`src/rtl/candy_vend_ctrl.sv`:
```
// -----------------------------------------------------------------------------
// candy_vend_ctrl
// Vending-machine control FSM. Accumulates credit from coin pulses, runs a
// timed dispense sequence per vend and a one-unit-per-cycle refund sequence.
// All outputs are registered so the downstream seven-segment stage sees
// values that only move on the documented edges.
//
// Ports:
//   clk          system clock
//   reset        synchronous, active-high reset
//   coin1/2/5    single-cycle coin pulses (+1/+2/+5 credit units)
//   vend_req     single-cycle request for one candy
//   refund_req   single-cycle request to return all credit
//   sum          current credit (0..15)
//   candy_sum    candies dispensed since reset (saturates at MAX_CANDY)
//   dispense     motor drive, high for DISPENSE_CYCLES cycles per vend
//   change_pulse one pulse per credit unit returned
//   coin_reject  1-cycle pulse when an asserted coin was not accepted
//   vend_denied  1-cycle pulse when vend_req was refused
//   busy         high whenever the FSM is not idle
// -----------------------------------------------------------------------------
module candy_vend_ctrl #(
  parameter int PRICE           = 3,
  parameter int DISPENSE_CYCLES = 4,
  parameter int MAX_CANDY       = 7
) (
  input  logic       clk,
  input  logic       reset,
  input  logic       coin1,
  input  logic       coin2,
  input  logic       coin5,
  input  logic       vend_req,
  input  logic       refund_req,
  output logic [3:0] sum,
  output logic [2:0] candy_sum,
  output logic       dispense,
  output logic       change_pulse,
  output logic       coin_reject,
  output logic       vend_denied,
  output logic       busy
);

  localparam int CNT_W = (DISPENSE_CYCLES > 1) ? $clog2(DISPENSE_CYCLES) : 1;
  localparam logic [CNT_W-1:0] CNT_LAST = CNT_W'(DISPENSE_CYCLES - 1);
  localparam logic [3:0] PRICE_U = 4'(PRICE);
  localparam logic [2:0] MAX_U   = 3'(MAX_CANDY);

  typedef enum logic [1:0] {
    IDLE     = 2'd0,
    DISPENSE = 2'd1,
    REFUND   = 2'd2
  } state_t;

  state_t           state_reg;
  logic [3:0]       sum_reg;
  logic [2:0]       candy_reg;
  logic [CNT_W-1:0] cnt_reg;
  logic             dispense_reg;
  logic             change_reg;
  logic             reject_reg;
  logic             denied_reg;
  logic             busy_reg;

  // Highest-priority coin this cycle and how many coin lines are asserted.
  logic [3:0] coin_val;
  logic [1:0] coin_cnt;
  logic       coin_fits;
  logic       any_coin;

  always_comb begin
    coin_val = 4'd0;
    if (coin5)      coin_val = 4'd5;
    else if (coin2) coin_val = 4'd2;
    else if (coin1) coin_val = 4'd1;
    coin_cnt = {1'b0, coin1} + {1'b0, coin2} + {1'b0, coin5};
    // Sum in 5 bits so a coin that would push credit past 15 is refused
    // instead of wrapping.
    coin_fits = ({1'b0, sum_reg} + {1'b0, coin_val}) <= 5'd15;
    any_coin  = coin1 | coin2 | coin5;
  end

  always_ff @(posedge clk) begin
    if (reset) begin
      state_reg    <= IDLE;
      sum_reg      <= 4'd0;
      candy_reg    <= 3'd0;
      cnt_reg      <= '0;
      dispense_reg <= 1'b0;
      change_reg   <= 1'b0;
      reject_reg   <= 1'b0;
      denied_reg   <= 1'b0;
      busy_reg     <= 1'b0;
    end else begin
      // Pulse outputs default low; any asserted coin is rejected unless the
      // IDLE coin path below accepts it.
      reject_reg <= any_coin;
      denied_reg <= 1'b0;
      change_reg <= 1'b0;

      case (state_reg)
        IDLE: begin
          if (refund_req) begin
            if (sum_reg != 4'd0) begin
              state_reg  <= REFUND;
              change_reg <= 1'b1;
              busy_reg   <= 1'b1;
            end
          end else if (vend_req) begin
            if (sum_reg >= PRICE_U && candy_reg < MAX_U) begin
              state_reg    <= DISPENSE;
              dispense_reg <= 1'b1;
              cnt_reg      <= '0;
              busy_reg     <= 1'b1;
            end else begin
              denied_reg <= 1'b1;
            end
          end else if (coin_cnt != 2'd0 && coin_fits) begin
            sum_reg    <= sum_reg + coin_val;
            // Lower-priority coins in the same cycle are dropped.
            reject_reg <= (coin_cnt > 2'd1);
          end
        end

        DISPENSE: begin
          if (cnt_reg == CNT_LAST) begin
            sum_reg      <= sum_reg - PRICE_U;
            candy_reg    <= candy_reg + 3'd1;
            state_reg    <= IDLE;
            dispense_reg <= 1'b0;
            busy_reg     <= 1'b0;
          end else begin
            cnt_reg <= cnt_reg + CNT_W'(1);
          end
        end

        REFUND: begin
          // The pulse for the final unit is the cycle where sum reads 1.
          sum_reg <= sum_reg - 4'd1;
          if (sum_reg == 4'd1) begin
            state_reg <= IDLE;
            busy_reg  <= 1'b0;
          end else begin
            change_reg <= 1'b1;
          end
        end

        default: begin
          state_reg    <= IDLE;
          dispense_reg <= 1'b0;
          busy_reg     <= 1'b0;
        end
      endcase
    end
  end

  assign sum          = sum_reg;
  assign candy_sum    = candy_reg;
  assign dispense     = dispense_reg;
  assign change_pulse = change_reg;
  assign coin_reject  = reject_reg;
  assign vend_denied  = denied_reg;
  assign busy         = busy_reg;

endmodule

```
`config.mk`:
```
export PLATFORM = sky130hd
export DESIGN_NAME = candy_vend_ctrl
export DESIGN_NICKNAME = d
export VERILOG_FILES = /design/src/rtl/candy_vend_ctrl.sv
export SDC_FILE = /design/constraint.sdc
export NUM_CORES = 1
export LEC_CHECK = 0
export CAP_MARGIN = 20
export CORE_MARGIN = 3
export CORE_UTILIZATION = 50
export DETAILED_ROUTE_END_ITERATION = 16
export DONT_BUFFER_PORTS = 1
export SYNTH_ARGS = -nofsm -noshare
export SYNTH_HDL_FRONTEND = slang
export SYNTH_SLANG_ARGS = --single-unit
```
`constraint.sdc`:
```
create_clock -name clk -period 2.5 [get_ports clk]
set_input_delay 0.5 -clock clk [delete_from_list [all_inputs] [get_ports clk]]
set_output_delay 0.5 -clock clk [all_outputs]
set_load 0.02 [all_outputs]
```
Word-level counts from Yosys, hierarchy flattened --
Index checks and enable logic that the tools add are counted.
Storage, ports and cells: register bits 16, bits of input ports 7, output and inout port bits 12
Operators by class: add/subtract/negate cells 8, magnitude comparators 4, eq/ne operators 15, mux-type cells 38, bitwise gates (word level) 5, reductions and logical operators 13
Operators with widths (count):
- 2-bit two-way mux | 11
- 5-bit AND reduction | 4
- 1-bit two-way mux | 16
- 4-bit two-way mux | 4
- 2-bit inequality test, second input constant | 8
- 4-bit one-hot mux with 3 select lines | 1
- 3-bit inequality test, second input constant | 3
- 1-bit one-hot mux with 3 select lines | 2
- 2-bit one-hot mux with 3 select lines | 1
- 4-bit by 4-bit adder with 5-bit output | 1
- 5-bit by 4-bit <= comparator with 1-bit output, second input constant | 1
- 4-bit adder | 1
- 2-bit equality test, second input constant | 2
- 4-bit by 1-bit equality test with 1-bit output, second input constant | 1
- 4-bit by 2-bit >= comparator with 1-bit output, second input constant | 1
- 2-bit one-hot mux with 2 select lines | 1
- 2-bit nonzero test | 2
- 4-bit nonzero test | 1
- 4-bit OR reduction | 1
- 4-bit by 1-bit subtractor with 4-bit output, second input constant | 1
- 4-bit by 2-bit subtractor with 4-bit output, second input constant | 1
- 3-bit by 1-bit adder with 3-bit output, second input constant | 1
- 3-bit < comparator, second input constant | 1
- 3-bit two-way mux | 1
- other kinds (12) | 16

Depth between registers and ports, before layout --
depth in word-level cells 10, gate-level depth with buffers 9, gate-level depth less buffers 9

Least setup slack after synthesis --
OpenSTA, ideal clock, no wires.
path type input port to flip-flop, start input coin1, end register sum_reg[3] (netlist: sum[3]), setup time 0.129 ns, data arrival time 2.042 ns, path slack 0.329 ns, cell stages on the path 9, buffers on the path 0, cells stage by stage inv_1 -> o21ai_0 -> ha_1 -> fa_1 -> a21oi_1 -> o21ai_0 -> o32ai_2 -> o221a_2 -> nor3_1
On the way: cells in the longest elaborated chain, start to end 8, elaborated cells on any way between the ends 16, classes of those cells 4 x add/sub; 1 x order compare; 1 x eq/ne; 7 x mux; 3 x reduce/logical
Ends and longest elaborated chain:
- start, declared | RTL line 29 | input logic coin1,
- 1-bit two-way mux | RTL line 74 | else if (coin1) coin_val = 4'd1;
- 2-bit two-way mux | RTL line 73 | else if (coin2) coin_val = 4'd2;
- 3-bit two-way mux | RTL line 72 | if (coin5) coin_val = 4'd5;
- 4-bit by 4-bit adder with 5-bit output or 4-bit adder (tied branches) | RTL line 78, 118
- 5-bit by 4-bit <= comparator with 1-bit output or 4-bit two-way mux (tied branches) | RTL line 78, 117
- 1-bit logical AND or 4-bit two-way mux (tied branches) | RTL line 117, 108
- 2-bit inequality test (no source line) or 4-bit two-way mux (tied branches)
- 5-bit AND reduction (no source line) or 4-bit one-hot mux with 3 select lines (tied branches)
- end signal, assigned | RTL line 118 | sum_reg <= sum_reg + coin_val;
- end signal, assigned | RTL line 126 | sum_reg <= sum_reg - PRICE_U;
- end signal, assigned | RTL line 138 | sum_reg <= sum_reg - 4'd1;
- end, declared | RTL line 55 | logic [3:0] sum_reg;
Several ways; a longest one is shown, not always the timed one. The select of a mux whose other input is x is not followed. A chain may end at the register's enable or synchronous reset.

Final worst setup path --
Ends and elaborated chain as after synthesis.

==> flow_summary_export.csv <==
group,metric,value,unit
yosys,yosys_warnings,0,
clock_tree,clock_sink_count,16,
clock_tree,cts.path.max_buffers,2,
placement,port-buffer-count,0,
yosys,syn_nets,155,
setup_path,timing.rr.start,"sum[0]$_SDFFE_PP0P_",
setup_path,crit_chain,"inv_1, o21ai_0, ha_1, fa_1, a21oi_1, o21ai_0, o32ai_2, o221a_2, nor3_1",
grt,grt_first_pass_wirelength,4.27,mm
floorplan,io_pins,19,
detailed_routing,first_pass_iters,4,
timing,min_period,2.09,ns
timing,timing.hold.ws,0.263,ns
detailed_routing,post_drt_wl_per_cell,15.2,um
timing,slew_headroom,67.3,%
clock_tree,cts_made_buffers,3,
placement,dp_cells,161,
detailed_routing,avgViaCountPerCell,5.84,
power,powerDensity,790,nW/um2
yosys,syn_area_per_cell,8.63,um2
timing,post-route-period-util,83.6,%
floorplan,die_area,2940,um2
grt,antenna_found_initial,0,
cells_and_area,num_antenna_cells,0,
timing,final.setup_skew,0.00286,ns
yosys,synth_edf_count,0,
timing,grt_setup_unrepaired,"no",
yosys,netlist_area,1160,um2
cells_and_area,areaGrowthSynthToFinish,6.98,%
min_path,hold_path_class,"input port to flop",
grt,grt.total_usage,20.0,%
setup_path,critPathKind,"input port to flop",
timing,finalWorstSetupSlack,0.410,ns
detailed_routing,drt_wl_total,2.51,mm
cells_and_area,largest_reg_flops,4,
detailed_routing,drc,0,
setup_path,cp_common_cell,"o21ai_0",
setup_path,path_buf_inv,1,
setup_path,cpLargestDelayFamily,"compound AO/OA/AOI/OAI gates",
cells_and_area,drive_gt1_share,14.5,%
setup_path,crit_required,2.69,ns
clock_tree,cts_htree_levels,1,
setup_path,cp_max_fo,7,
setup_path,r2r.worst_path.cells,7,
min_path,hold_depth,1,
timing,worst_slew_pin_slew,0.490,ns
detailed_routing,vias,963,
placement,dpl.hpwl,1.90,mm
power,p_leak,0.511,nW
detailed_routing,drtAntennaViolNets,0,
timing,finalSetupViolCount,0,
clock_tree,ctsResizeCount,0,
floorplan,die_y,54.3,um
setup_path,r2r_slack,0.47,ns
setup_path,crit_cells,9,
clock_tree,cts_hold_buffers,0,
timing,finalHoldViolations,0,
detailed_routing,first_iter_violations,24,
clock_tree,clock-root-buffer,"clkbuf_4",
cells_and_area,final_nets,159,
setup_path,r2r_end,"sum[3]$_SDFFE_PP0P_",
cells_and_area,seqCellArea,320,um2
grt,grt_overflow,0,
placement,place_ws,0.106,ns
placement,routabilityCongestion,0.798,
cells_and_area,instances_no_fill,165,
setup_path,cp-start-kind,"input port",
timing,setup_tns,0,ns
yosys,ys_seq_elements,16,
clock_tree,cts.clk_slew.worst_paths,0.10,ns
run_status,status,"complete, no violations",
yosys,ys_seq_area_share,27.5,%
setup_path,arrival,2.28,ns
yosys,synth-main-ff-cell,"dfxtp_1",
flow_run,maxCapViolCount,0,
timing,fmax,478,MHz
grt,grt_max_degree,18,
clock_tree,cts_tree,"yes",
min_path,hold_path_end,"cnt_reg[0]$_SDFFE_PP0P_",
setup_path,cp-end-kind,"flop",
floorplan,initial_core_util,55.9,%
floorplan,rows,16,
setup_path,cpMaxStageDelayCell,"fa_1",
power,vdd_drop_max,0.436,mV
yosys,async_reset_ff_share,0,%
yosys,ys_types,40,
setup_path,cp_slowest_stage_delay,0.40,ns
yosys,syn_inst,135,
floorplan,core_area,2080,um2
floorplan,fp.dieW,54.3,um
cells_and_area,fillCellCount,205,
clock_tree,clkLatencyLatePin,0.29,ns
min_path,worstHoldStart,"reset",
timing,drv_slew,0,
clock_tree,postCtsSetupRepairBufs,0,
grt,grt_pass1_vias,938,
cells_and_area,multi_input_area,769,um2
-- metal layers --
metal / global-route usage (%) / part of all wire, %
met5: 0 / 0
met4: 6.64 / 0.84
met3: 3.54 / 4.8
met2: 29.9 / 44
met1: 28.8 / 51
-- where the power goes --
part	internal (W)	switching (W)	total (W)
Sequential	0.000293	0.0000559	0.000349
Clock	0.0000887	0.0000863	0.000175
Combinational	0.000194	0.000267	0.000461
Total	0.000575	0.000409	0.000984
-- worst max-delay path by stage --
stage	start	to	slack, ns
finish	coin1	sum[3]$_SDFFE_PP0P_	0.41
CTS	coin1	sum[3]$_SDFFE_PP0P_	0.41
global placement	coin1	sum[3]$_SDFFE_PP0P_	0.23
floorplan	coin1	sum[3]$_SDFFE_PP0P_	0.33
global route	coin1	sum[3]$_SDFFE_PP0P_	0.27
detailed placement	coin1	sum[3]$_SDFFE_PP0P_	0.11
-- cell families (layout without fill, tap and decap cells) --
kind of cell,count (synthesis),after routing,share of synthesized area (%)
and+or+nand+nor,39,39,18.2
buffers and inverters,19,22,6.44
muxes,4,4,3.44
adders and majority gates,14,14,16.1
DFF,16,16,27.5
xor gates and xnor gates,4,4,3.01
AOI/OAI and AO/OA,39,39,25.4
-- Yosys cell counts (2+ instances only) --
cell type / number / area [um2]
o21ai_0: 4 / 20.0
nor2b_1: 3 / 18.8
clkbuf_1: 4 / 15.0
ha_1: 11 / 138
nor2_1: 9 / 33.8
or2_2: 3 / 18.8
nor3b_1: 2 / 15.0
mux2i_1: 4 / 40.0
a211oi_1: 4 / 30.0
fa_1: 2 / 40.0
dfxtp_1: 16 / 320
nor3_1: 3 / 15.0
a221oi_1: 3 / 26.3
inv_1: 13 / 48.8
nand2_1: 9 / 33.8
nand3_1: 4 / 20.0
xor2_1: 3 / 26.3
nand2b_1: 2 / 12.5
a21oi_1: 15 / 75.1
-- cell usage in the layout, fill, tap and decap left out, types with 2 or more instances in the layout --
master	count
nand2_1	9
inv_1	13
ha_1	11
a211oi_1	4
nor3b_1	2
nor3_1	3
dfxtp_1	16
nor2_1	9
buf_4	5
or2_2	3
nand3_1	4
nor2b_1	3
clkbuf_4	3
o21ai_0	4
mux2i_1	4
fa_1	2
nand2b_1	2
xor2_1	3
a221oi_1	3
a21oi_1	15
-- cell type report --
class | count | share of cell area, %
timing repair buffer | 5 | 3.01
clock buffer | 4 | 2.91
sequential | 16 | 25.7
inverter | 13 | 3.92
tap | 27 | 2.71
multi-input combinational | 100 | 61.7
-- worst reg2reg max path, stage by stage (launching register included) --
cell and delay, ns:
dfxtp_1 0.33, ha_1 0.22, fa_1 0.40, a21oi_1 0.14, o21ai_0 0.17, o32ai_2 0.33
o221a_2 0.29, nor3_1 0.04
-- per-stage QoR --
| step | total power, W | cell area, um2 | util (%) |
|---|---|---|---|
| detailed placement | 0.000810 | 1210 | 58.1 |
| global route | 0.00106 | 1250 | 59.9 |
| floorplan | 0.000710 | 1160 | - |
| CTS | 0.000988 | 1250 | 59.9 |
| finish | 0.000984 | 1250 | 59.9 |
| global placement | 0.000806 | 1210 | 58.1 |
Note: power is estimated with default switching activity, not from simulation.
